### src/rtl/dmux_16_stream.sv
// Two-way stream demultiplexer. Each output channel has a 2-entry FIFO.
// Define DMUX_16_STREAM_COUNT_EN to enable the 8-bit output-transfer counters.
module dmux_16_stream #(
  parameter int WIDTH = 16,
  parameter int DEPTH = 2
) (
  input  logic             clk,
  input  logic             rst_n,
  input  logic [WIDTH-1:0] in_data,
  input  logic             in_sel,
  input  logic             in_valid,
  output logic             in_ready,
  output logic [WIDTH-1:0] a_data,
  output logic             a_valid,
  input  logic             a_ready,
  output logic [WIDTH-1:0] b_data,
  output logic             b_valid,
  input  logic             b_ready,
  output logic [7:0]       a_count,
  output logic [7:0]       b_count
);

  localparam int ADDR_W = $clog2(DEPTH);
  localparam int PTR_W  = ADDR_W + 1;

  // Index 0 is channel A and index 1 is channel B. The pointer MSB is the wrap bit.
  logic [WIDTH-1:0] mem_q    [2][DEPTH];
  logic [PTR_W-1:0] wr_ptr_q [2];
  logic [PTR_W-1:0] rd_ptr_q [2];
  logic [PTR_W-1:0] wr_ptr_d [2];
  logic [PTR_W-1:0] rd_ptr_d [2];

  logic [1:0] full;
  logic [1:0] empty;
  logic [1:0] push;
  logic [1:0] pop;
  logic [1:0] sink_ready;

  assign sink_ready = {b_ready, a_ready};

  // NOTE: every signal written here is given a value on every path, so no latch is inferred.
  always_comb begin
    full  = '0;
    empty = '0;
    for (int ch = 0; ch < 2; ch++) begin
      empty[ch] = (wr_ptr_q[ch] == rd_ptr_q[ch]);
      full[ch]  = (wr_ptr_q[ch][ADDR_W] != rd_ptr_q[ch][ADDR_W]) &&
                  (wr_ptr_q[ch][ADDR_W-1:0] == rd_ptr_q[ch][ADDR_W-1:0]);
    end
  end

  // No bypass: a full FIFO blocks input even when its sink pops this cycle.
  assign in_ready = ~full[in_sel];

  always_comb begin
    push    = '0;
    pop     = '0;
    push[0] = in_valid && in_ready && !in_sel;
    push[1] = in_valid && in_ready &&  in_sel;
    for (int ch = 0; ch < 2; ch++) begin
      pop[ch]      = !empty[ch] && sink_ready[ch];
      wr_ptr_d[ch] = wr_ptr_q[ch] + PTR_W'(push[ch]);
      rd_ptr_d[ch] = rd_ptr_q[ch] + PTR_W'(pop[ch]);
    end
  end

  // NOTE: storage is cleared on reset so that a_data/b_data read back as zero during reset.
  always_ff @(posedge clk or negedge rst_n) begin
    if (!rst_n) begin
      for (int ch = 0; ch < 2; ch++) begin
        wr_ptr_q[ch] <= '0;
        rd_ptr_q[ch] <= '0;
        for (int e = 0; e < DEPTH; e++) mem_q[ch][e] <= '0;
      end
    end else begin
      // NOTE: sequential state uses non-blocking assignment so every register samples pre-edge values.
      for (int ch = 0; ch < 2; ch++) begin
        if (push[ch]) mem_q[ch][wr_ptr_q[ch][ADDR_W-1:0]] <= in_data;
        wr_ptr_q[ch] <= wr_ptr_d[ch];
        rd_ptr_q[ch] <= rd_ptr_d[ch];
      end
    end
  end

  assign a_data  = mem_q[0][rd_ptr_q[0][ADDR_W-1:0]];
  assign b_data  = mem_q[1][rd_ptr_q[1][ADDR_W-1:0]];
  assign a_valid = ~empty[0];
  assign b_valid = ~empty[1];

`ifdef DMUX_16_STREAM_COUNT_EN
  logic [7:0] a_count_q, a_count_d;
  logic [7:0] b_count_q, b_count_d;

  // The counters wrap naturally from 255 to 0.
  assign a_count_d = a_count_q + 8'(pop[0]);
  assign b_count_d = b_count_q + 8'(pop[1]);

  always_ff @(posedge clk or negedge rst_n) begin
    if (!rst_n) begin
      a_count_q <= '0;
      b_count_q <= '0;
    end else begin
      a_count_q <= a_count_d;
      b_count_q <= b_count_d;
    end
  end

  assign a_count = a_count_q;
  assign b_count = b_count_q;
`else
  assign a_count = '0;
  assign b_count = '0;
`endif

endmodule
### config.mk
export PLATFORM = sky130hd
export DESIGN_NAME = dmux_16_stream
export DESIGN_NICKNAME = d
export VERILOG_FILES = /design/src/rtl/dmux_16_stream.sv
export SDC_FILE = /design/constraint.sdc
export NUM_CORES = 1
export LEC_CHECK = 0
export ABC_AREA = 0
export ABC_CLOCK_PERIOD_IN_PS = 3700
export BUFFER_PORTS_ARGS = -buffer_cell sky130_fd_sc_hd__buf_2
export CAP_MARGIN = 0
export CORE_ASPECT_RATIO = 1.4
export CORE_MARGIN = 10
export CORE_UTILIZATION = 35
export DETAILED_ROUTE_END_ITERATION = 12
export GPL_TIMING_DRIVEN = 0
export PLACE_DENSITY = 0.55
export SLEW_MARGIN = 20
export SYNTH_ARGS = -nofsm -noshare
export SYNTH_HDL_FRONTEND = slang
export SYNTH_SLANG_ARGS = --single-unit
export TNS_END_PERCENT = 20
### constraint.sdc
create_clock -name clk -period 3.7 [get_ports clk]
set_input_delay 0.37 -clock clk [delete_from_list [all_inputs] [get_ports clk]]
set_output_delay 0.37 -clock clk [all_outputs]
set_load 0.005 [all_outputs]
==> results.json, run 1 <==
{
  "viasPerCell": 4.282,
  "drive_above_1_share": 0.5619,
  "start_util": 0.3602,
  "status": "finished clean",
  "synth_ff_type": "dfrtp_1",
  "max_freq_mhz": 486.9,
  "clk_path_buf_depth": 2,
  "critical_path_class": "register to register",
  "hpwl_um": 5297,
  "vias": 1927,
  "grt_max_degree": 51,
  "synth_top_area_frac": 0.5026,
  "drc": 0,
  "rsz0062_at_grt": "false",
  "fillers": 919,
  "h-tree-depth": 3,
  "ys_seq_area_frac": 0.5026,
  "fin_area_sq_mm": 0.004419,
  "numCtsBuffers": 9,
  "fin_crit_sh": 0.5551,
  "hold_class": "input pin to register",
  "p_leak_nw": 2.169,
  "ys_ff_latch": 72,
  "placeableCoreArea_sq_mm": 0.009953,
  "yosysWarnings": 0,
  "place_congestion": 0.6853,
  "finClkSkew_ns": 0.005299,
  "cts_root_buffer": "clkbuf_16",
  "grt_pass1_wl_um": 11830,
  "cts_sinks": 72,
  "synth_edf_count": 0,
  "ys_async_sr_fraction": 1.000,
  "grt_pass1_vias": 2196,
  "timing.final.hold_violations": 0,
  "syn2layout_area_growth_pct": 23.28,
  "regArea_sq_mm": 0.001802,
  "synthTopCellsByCount": "72 x dfrtp_1, 58 x mux2_4, 23 x mux2_1",
  "clock_latency_ns": 0.33,
  "avgSynthCellArea_sq_um": 15.86,
  "multi_input_comb_area_sq_mm": 0.001589,
  "dieWidth_um": 105.5,
  "io_pins": 73,
  "yosysTopAreaCell": "dfrtp_1",
  "worstPathRequired_ns": 3.92,
  "dpl-instance-area_sq_mm": 0.004120,
  "drtIter0Drc": 50,
  "startpoint_type": "register",
  "dr.pass1.iters": 2,
  "synth.area.top_cells": "dfrtp_1 50%, mux2_4 24%, mux2_1 7.2%",
  "clk_pin_slew_ns": 0.06,
  "ir_drop_v": 0.0004091,
  "slew_viol_final": 0,
  "synth_most_common_cell": "dfrtp_1",
  "overflow": 0,
  "grt_antenna_before_repair": 0,
  "p_per_area_mw_per_mm2": 932.2,
  "tns_ns": 0,
  "cts_tree": "done",
  "die-area_sq_mm": 0.01475,
  "die_y_um": 139.7,
  "ant_nets": 0,
  "power_mw": 4.120,
  "fp-row-count": 43,
  "cp.arrival_ns": 2.27,
  "critPathCaptureType": "register",
  "post-route-min-period_ns": 2.054,
  "worst-path-max-fanout": 10,
  "drt-total-wl_um": 7253,
  "utilization": 0.4440,
  "port_buffers": 56,
  "post_cts_buffers": 0,
  "ys_types": 22,
  "maxCapViolCount": 0,
  "postSynthCellCount": 226,
  "syn_area_sq_mm": 0.003585,
  "fin_nets": 338,
  "antennaDiodeCount": 0,
  "routedWlPerCell_um": 16.12,
  "grt_use_total": 0.1031,
  "finalSetupViolations": 0
}
## sequential cells by signal (all words and copies together) (netlist names)
register and cells:
rd_ptr_q 4, mem_q 64, wr_ptr_q 4
## worst max-delay path: stages (launching register included)
cell	delay, ns
dfrtp_1	0.36
buf_6	0.17
xor2_2	0.20
nor2_1	0.08
nor3b_2	0.21
ha_1	0.17
buf_2	0.22
buf_6	0.22
mux2_4	0.31
## cell type report
cell class              instances  area share
plain buffers                  28     0.05323
clock buffers                  10     0.05181
clock inverters                 6     0.01359
inverters                       4    0.003398
multi-input cells             137      0.3596
flip-flops and latches         72      0.4077
well taps                     135     0.03822
repair buffers                 58     0.07248
## power breakdown
part           switching (mW)  total [mW]  internal, mW
clock                   0.323       0.840         0.518
sequential              0.223        1.42          1.20
combinational           0.680        1.86          1.18
total                    1.23        4.12          2.89
## metal layers
| layer | part of all wire | track usage | up-vias | wire, um |
|---|---|---|---|---|
| met5 | 0 | 0 | - | 0 |
| li1 | - | - | 913 | - |
| met1 | 0.44 | 0.1190 | 958 | 3180 |
| met3 | 0.054 | 0.03651 | 9 | 393 |
| met4 | 0.020 | 0.05147 | 0 | 146 |
| met2 | 0.49 | 0.1649 | 47 | 3533 |
## worst paths after layout
check                             from         to  slack [ns]  cells past startpoint
max in group asynchronous        rst_n  mem_q[60]        2.66                      3
hold / removal              in_data[1]  mem_q[33]        0.30                      2
setup / recovery           rd_ptr_q[2]  mem_q[56]        1.65                      8
hold reg to reg              mem_q[31]  mem_q[31]        0.48                      1
min in group asynchronous        rst_n  mem_q[34]        0.48                      2
setup reg to reg           rd_ptr_q[2]  mem_q[56]        1.65                      8
## placed cells by master (no fill, tap or decap), types with 2 or more instances in the layout
cell	count
dfrtp_1	72
mux2_4	58
buf_2	57
mux2_1	23
buf_4	19
conb_1	16
mux2_2	15
clkbuf_16	9
buf_6	8
ha_1	6
inv_1	4
xor2_1	4
clkinv_2	3
xnor2_1	2
nand2_1	2
and2_1	2
nor2_1	2
clkinvlp_4	2
## metrics by stage
| stage | worst slack, ns | hold WS [ns] | instances |
|---|---|---|---|
| after CTS | 1.601 | 0.2917 | 450 |
| after floorplan | 1.866 | 0.07441 | 241 |
| after global routing | 1.510 | 0.3020 | 450 |
| after global placement | 1.610 | 0.4631 | 432 |
| after detailed placement | 1.626 | 0.2964 | 433 |
| final | 1.646 | 0.3006 | 450 |
## repair_timing
item / 4_1_cts / 5_1_grt
endpoints found under the hold margin: 22 / 0
hold buffers: 1 / 0
gates resized for setup: 0 / 0
## kinds of logic after synthesis
| kind of cell | Yosys count | synth area share |
|---|---|---|
| compound gates | 1 | 0.001395 |
| simple gates | 10 | 0.01815 |
| other cells | 1 | 0.001046 |
| mux | 96 | 0.3623 |
| fa+ha+maj | 6 | 0.02094 |
| xor+xnor | 8 | 0.02374 |
| buf+inv | 32 | 0.06981 |
| flops | 72 | 0.5026 |
Note: power is estimated with default switching activity, not from simulation.
==> run 2: changes to the inputs <==
ABC_CLOCK_PERIOD_IN_PS = 1800   (was 3700)
PLACE_DENSITY = 0.57   (was 0.55)
clock period = 1.8 ns   (was 3.7 ns; I/O delays follow)
==> run 2 against run 1 <==
  * Largest cell class unchanged
  * Largest power group unchanged
  * Clock-buffer cell count is 4 higher
  * Design area grew 10%
  * Critical path depth stayed put
  * The run now ends with setup timing left
  * Via count up 6.9%
==> results.json, run 2 (synthesized netlist as in run 1, its figures left out) <==
{
  "status": "finished, violations left",
  "violations": "setup timing",
  "worstPathRequired_ns": 2.01,
  "ant_nets": 0,
  "drtIter0Drc": 39,
  "numCtsBuffers": 9,
  "hold_class": "input pin to register",
  "cp_slowest_cell": "dfrtp_2",
  "cts_root_buffer": "clkbuf_16",
  "finClkSkew_ns": 0.003916,
  "worstSetupStartpoint": "rd_ptr_q[2]",
  "placeableCoreArea_sq_mm": 0.009953,
  "critical_path_class": "register to register",
  "maxUsedRoutingLayer": "met4",
  "largest_register": "mem_q",
  "critPathCaptureType": "register",
  "ir_drop_v": 0.0009045,
  "critPathMaxStageDelay_ns": 0.45,
  "h-tree-depth": 3,
  "place_congestion": 0.6826,
  "routedLengthMet1_um": 3336,
  "vias": 2060,
  "die_y_um": 139.7,
  "final_common_cell": "dfrtp_1",
  "fin_nets": 363,
  "finalSetupViolations": 27,
  "clock_latency_ns": 0.32,
  "dr_wl_met3_um": 412,
  "clk_path_buf_depth": 2,
  "post-route-min-period_ns": 1.845,
  "p_per_area_mw_per_mm2": 1952,
  "final_cell_mix": "70 x dfrtp_1, 65 x mux2_4, 55 x buf_2, 38 x buf_4, 17 x mux2_1",
  "dr.pass1.iters": 3,
  "syn2layout_area_growth_pct": 35.92,
  "overflow": 0,
  "hpwl_um": 5217,
  "maxCapViolCount": 0,
  "cp.arrival_ns": 2.05,
  "start_util": 0.3602,
  "rsz0062_at_grt": "true",
  "die-area_sq_mm": 0.01475,
  "io_pins": 73,
  "cts_tree": "done",
  "fin_crit_sh": 1.025,
  "dieWidth_um": 105.5,
  "worstPathCellList": "xor2_4 -> nor2_2 -> nor3b_2 -> buf_4 -> ha_4 -> buf_12 -> buf_8 -> mux2_4",
  "grt_use_total": 0.1077,
  "startpoint_type": "register",
  "worst-slew-pin-transition_ns": 0.5242,
  "grt_antenna_before_repair": 0,
  "clk_pin_slew_ns": 0.05,
  "power_mw": 9.509,
  "r2r-start": "rd_ptr_q[2]",
  "slew_viol_final": 0,
  "grt_pass1_vias": 2306,
  "slew_headroom": 0.6505,
  "top_regs": "mem_q (64), rd_ptr_q (4), wr_ptr_q (4)",
  "p_leak_nw": 2.382,
  "fin_ws_ns": -0.04453,
  "timing.final.hold_violations": 0,
  "drive_above_1_share": 0.6412,
  "grt_pass1_wl_um": 12480,
  "viasPerCell": 4.337,
  "largest_reg_flops": 64,
  "max_freq_mhz": 542.1,
  "min_from": "in_data[1]",
  "fp-row-count": 43,
  "antennaDiodeCount": 0,
  "grt_max_degree": 40,
  "hold_path_depth": 2,
  "worst-r2r-cell-count": 8,
  "tns_ns": -0.5349,
  "drt-total-wl_um": 7743,
  "drc": 0,
  "port_buffers": 56,
  "routedWlPerCell_um": 16.30,
  "cts_sinks": 72,
  "hold_ws_ns": 0.1184,
  "wl_met2_um": 3853,
  "worst-path-max-fanout": 5
}
[run 2: final cells by class]
class,instances,area (sq um)
Fill cell,896,5081
Sequential cell,72,1804
Multi-Input combinational cell,137,1698
Timing Repair Buffer,86,601.8
Clock buffer,14,284.0
Buffer,25,265.3
Tap cell,135,168.9
Clock inverter,2,35.03
Inverter,4,15.01
[run 2: worst max-delay path: cells and delay by family, from the launching register on]
kind	cells	cell delay (ns)
AND/OR/NAND/NOR	2	0.25
multiplexers	1	0.30
buffers and inverters	3	0.38
flip-flops	1	0.45
XOR/XNOR	1	0.19
adder cells (fa/ha/maj)	1	0.15
[run 2: worst paths after layout]
kind	slack, ns	to
max	-0.04	mem_q[39]
min	0.12	mem_q[33]
max reg2reg	-0.04	mem_q[39]
min reg2reg	0.48	mem_q[8]
max in group asynchronous	0.85	mem_q[54]
min in group asynchronous	0.38	mem_q[2]
[run 2: power by group]
group          switching (mW)  internal (mW)
clock                   0.615           1.22
combinational            1.62           3.08
sequential              0.501           2.47
total                    2.74           6.77
[run 2: through the flow]
stage,setup WS (ns),cells,utilization,area [sq um]
5_1_grt,-0.1276,475,0.4895,4872
2_1_floorplan,-0.01633,241,-,3647
6_report,-0.04453,475,0.4895,4872
4_1_cts,-0.1193,473,0.4842,4820
3_3_place_gp,-0.2418,432,0.4116,4096
3_5_place_dp,-0.2544,433,0.4138,4119
[run 2: timing repair]
| item | 4_1_cts | 5_1_grt |
|---|---|---|
| hold endpoints to repair | 38 | 0 |
| setup endpoints to repair | 62 | 69 |
| buffers inserted | 21 | 5 |
| pin swaps | 7 | 8 |
| gates resized for setup | 36 | 11 |
| gates cloned | 2 | 0 |
| hold buffers | 1 | 0 |
[run 2: metal layers]
metal  track usage  up-vias
met1        0.1262     1033
met5             0        -
met4       0.04289        0
met2        0.1783       50
met3       0.03373       11
li1              -      966
==> run 3: changes to the inputs <==
ABC_CLOCK_PERIOD_IN_PS = 1650   (was 1800)
HOLD_SLACK_MARGIN = 0.12   (was default)
clock period = 1.65 ns   (was 1.8 ns; I/O delays follow)
==> run 3 against run 2 <==
  * The flow still finishes with violations (setup timing)
  * Largest power group unchanged
  * Clock-buffer cell count down 3
  * Worst setup slack got worse by 0.21 ns
  * Utilization up 2.8 points
  * Sequential power grew 9.8%
  * Total power grew 15%
  * Flip-flop and latch count unchanged
  * First-iteration DRC count shrank 33%
  * Clock power rose by 13%
  * Critical path type unchanged
  * Design area is 5.6% higher
  * Sequential share of layout area down 2.0 points
  * Worst hold slack better by 0.012 ns
  * Clock skew is 0.0012 ns higher
==> results.json, run 3 (synthesized netlist as in run 1, its figures left out) <==
{
  "max_freq_mhz": 523.8,
  "critPathCaptureType": "register",
  "drtIter0Drc": 26,
  "maxCapViolCount": 0,
  "hpwl_um": 5100,
  "cts_sinks": 72,
  "finClkSkew_ns": 0.005165,
  "clock_latency_ns": 0.33,
  "numCtsBuffers": 9,
  "ir_drop_v": 0.001041,
  "fin_crit_sh": 1.157,
  "final_common_cell": "dfrtp_1",
  "die_y_um": 139.7,
  "drive_above_1_share": 0.6156,
  "dp.cells": 433,
  "hold_class": "input pin to register",
  "post-route-min-period_ns": 1.909,
  "multi_input_comb_area_sq_mm": 0.001694,
  "fin_nets": 369,
  "io_pins": 73,
  "placeableCoreArea_sq_mm": 0.009953,
  "dieWidth_um": 105.5,
  "violations": "setup timing",
  "regArea_sq_mm": 0.001804,
  "status": "finished, violations left",
  "startpoint_type": "register",
  "cts_tree": "done",
  "drc": 0,
  "rsz0062_at_grt": "true",
  "grt_antenna_before_repair": 0,
  "start_util": 0.3602,
  "worstPathCellList": "xor2_4 -> nor2_2 -> nor3b_2 -> ha_2 -> buf_8 -> clkbuf_16 -> mux2_4",
  "largest_reg_flops": 64,
  "cts_root_buffer": "clkbuf_16",
  "p_per_area_mw_per_mm2": 2130,
  "power_mw": 10.96,
  "clk_path_buf_depth": 2,
  "syn2layout_area_growth_pct": 43.56,
  "layoutNonFillerInstCount": 481,
  "fin_ws_ns": -0.2592,
  "p_leak_nw": 2.459,
  "ant_nets": 0,
  "slew_viol_final": 0,
  "routedWlPerCell_um": 16.31,
  "antennaDiodeCount": 0,
  "fp-row-count": 43,
  "viasPerCell": 4.331,
  "clk_pin_slew_ns": 0.06,
  "critPathMaxStageDelay_ns": 0.45,
  "port_buffers": 56,
  "timing.final.hold_violations": 0,
  "cp.arrival_ns": 2.13,
  "critical_path_class": "register to register",
  "cp_slowest_cell": "dfrtp_2",
  "overflow": 0,
  "grt_pass1_vias": 2325,
  "top_regs": "mem_q (64), rd_ptr_q (4), wr_ptr_q (4)",
  "vias": 2083,
  "worstPathRequired_ns": 1.87,
  "final_cell_mix": "70 x dfrtp_1, 67 x mux2_4, 34 x buf_2, 28 x buf_6, 24 x buf_4",
  "worst-path-max-fanout": 8,
  "largest_register": "mem_q",
  "dr.pass1.iters": 4,
  "finalSetupViolations": 90,
  "die-area_sq_mm": 0.01475,
  "grt_use_total": 0.1066,
  "grt_max_degree": 57,
  "place_congestion": 0.6988,
  "h-tree-depth": 3,
  "grt_pass1_wl_um": 12340,
  "fillers": 866,
  "drt-total-wl_um": 7845
}
==> run 3: cell count changes in the layout (fill, tap and decap cells not counted), sizes merged <==
| cell | previous run | this run |
|---|---|---|
| clkinvlp | 0 | 2 |
| dlygate4sd3 | 1 | 16 |
| buf | 110 | 99 |
| bufinv | 1 | 2 |
| clkbuf | 14 | 13 |
==> run 3: layout make-up <==
type                    instances  share of cell area
flip-flops and latches         72              0.3506
multi-input cells             137              0.3292
repair buffers                 90              0.1617
plain buffers                  27             0.06005
clock buffers                  11             0.04717
well taps                     135             0.03282
clock inverters                 5             0.01556
inverters                       4            0.002918
==> run 3: critical path, delay by kind of cell, from the launching register on <==
family / cells / cell delay [ns]
xor+xnor: 1 / 0.21
fa+ha+maj: 1 / 0.23
buf+inv: 2 / 0.31
flops: 1 / 0.45
mux: 1 / 0.29
simple gates: 2 / 0.30
==> run 3: worst paths after layout <==
check,start,endpoint,slack [ns],cells past startpoint
setup / recovery,wr_ptr_q[2],mem_q[57],-0.26,7
hold / removal,in_data[10],mem_q[10],0.13,2
setup reg to reg,wr_ptr_q[2],mem_q[57],-0.26,7
hold reg to reg,mem_q[31],mem_q[31],0.48,1
max in group asynchronous,rst_n,rd_ptr_q[2],0.85,3
min in group asynchronous,rst_n,mem_q[49],0.24,2
==> run 3: per-stage QoR <==
stage / instance area (sq um) / utilization / setup TNS, ns / hold WS, ns / setup WS (ns)
final: 5146 / 0.5170 / -12.46 / 0.1309 / -0.2592
after detailed placement: 4154 / 0.4173 / -16.00 / 0.05359 / -0.3345
after floorplan: 3675 / - / -4.673 / -0.1306 / -0.1322
after global routing: 5146 / 0.5170 / -18.55 / 0.1240 / -0.3395
after CTS: 4949 / 0.4972 / -13.74 / 0.1237 / -0.2589
after global placement: 4124 / 0.4143 / -15.22 / 0.4298 / -0.3259
==> run 3: what timing repair did <==
action	CTS	global route
cloned	1	2
pin swaps	2	5
buffers inserted	10	4
setup endpoints to repair	86	97
hold endpoints to repair	127	0
hold buffers	16	0
resized for setup	37	27
==> run 3: power by group <==
part | total (mW) | internal, mW | switching, mW | leakage, nW
logic | 5.62 | 3.78 | 1.84 | 1.45
registers | 3.26 | 2.69 | 0.562 | 0.852
clock network | 2.08 | 1.36 | 0.723 | 0.152
==> run 3: per-layer routing <==
layer	GRT usage	wire (um)	vias up
li1	-	-	976
met1	0.1241	3449	1044
met2	0.1691	3832	52
met3	0.04205	408	11
met4	0.04718	154	0
met5	0	0	-
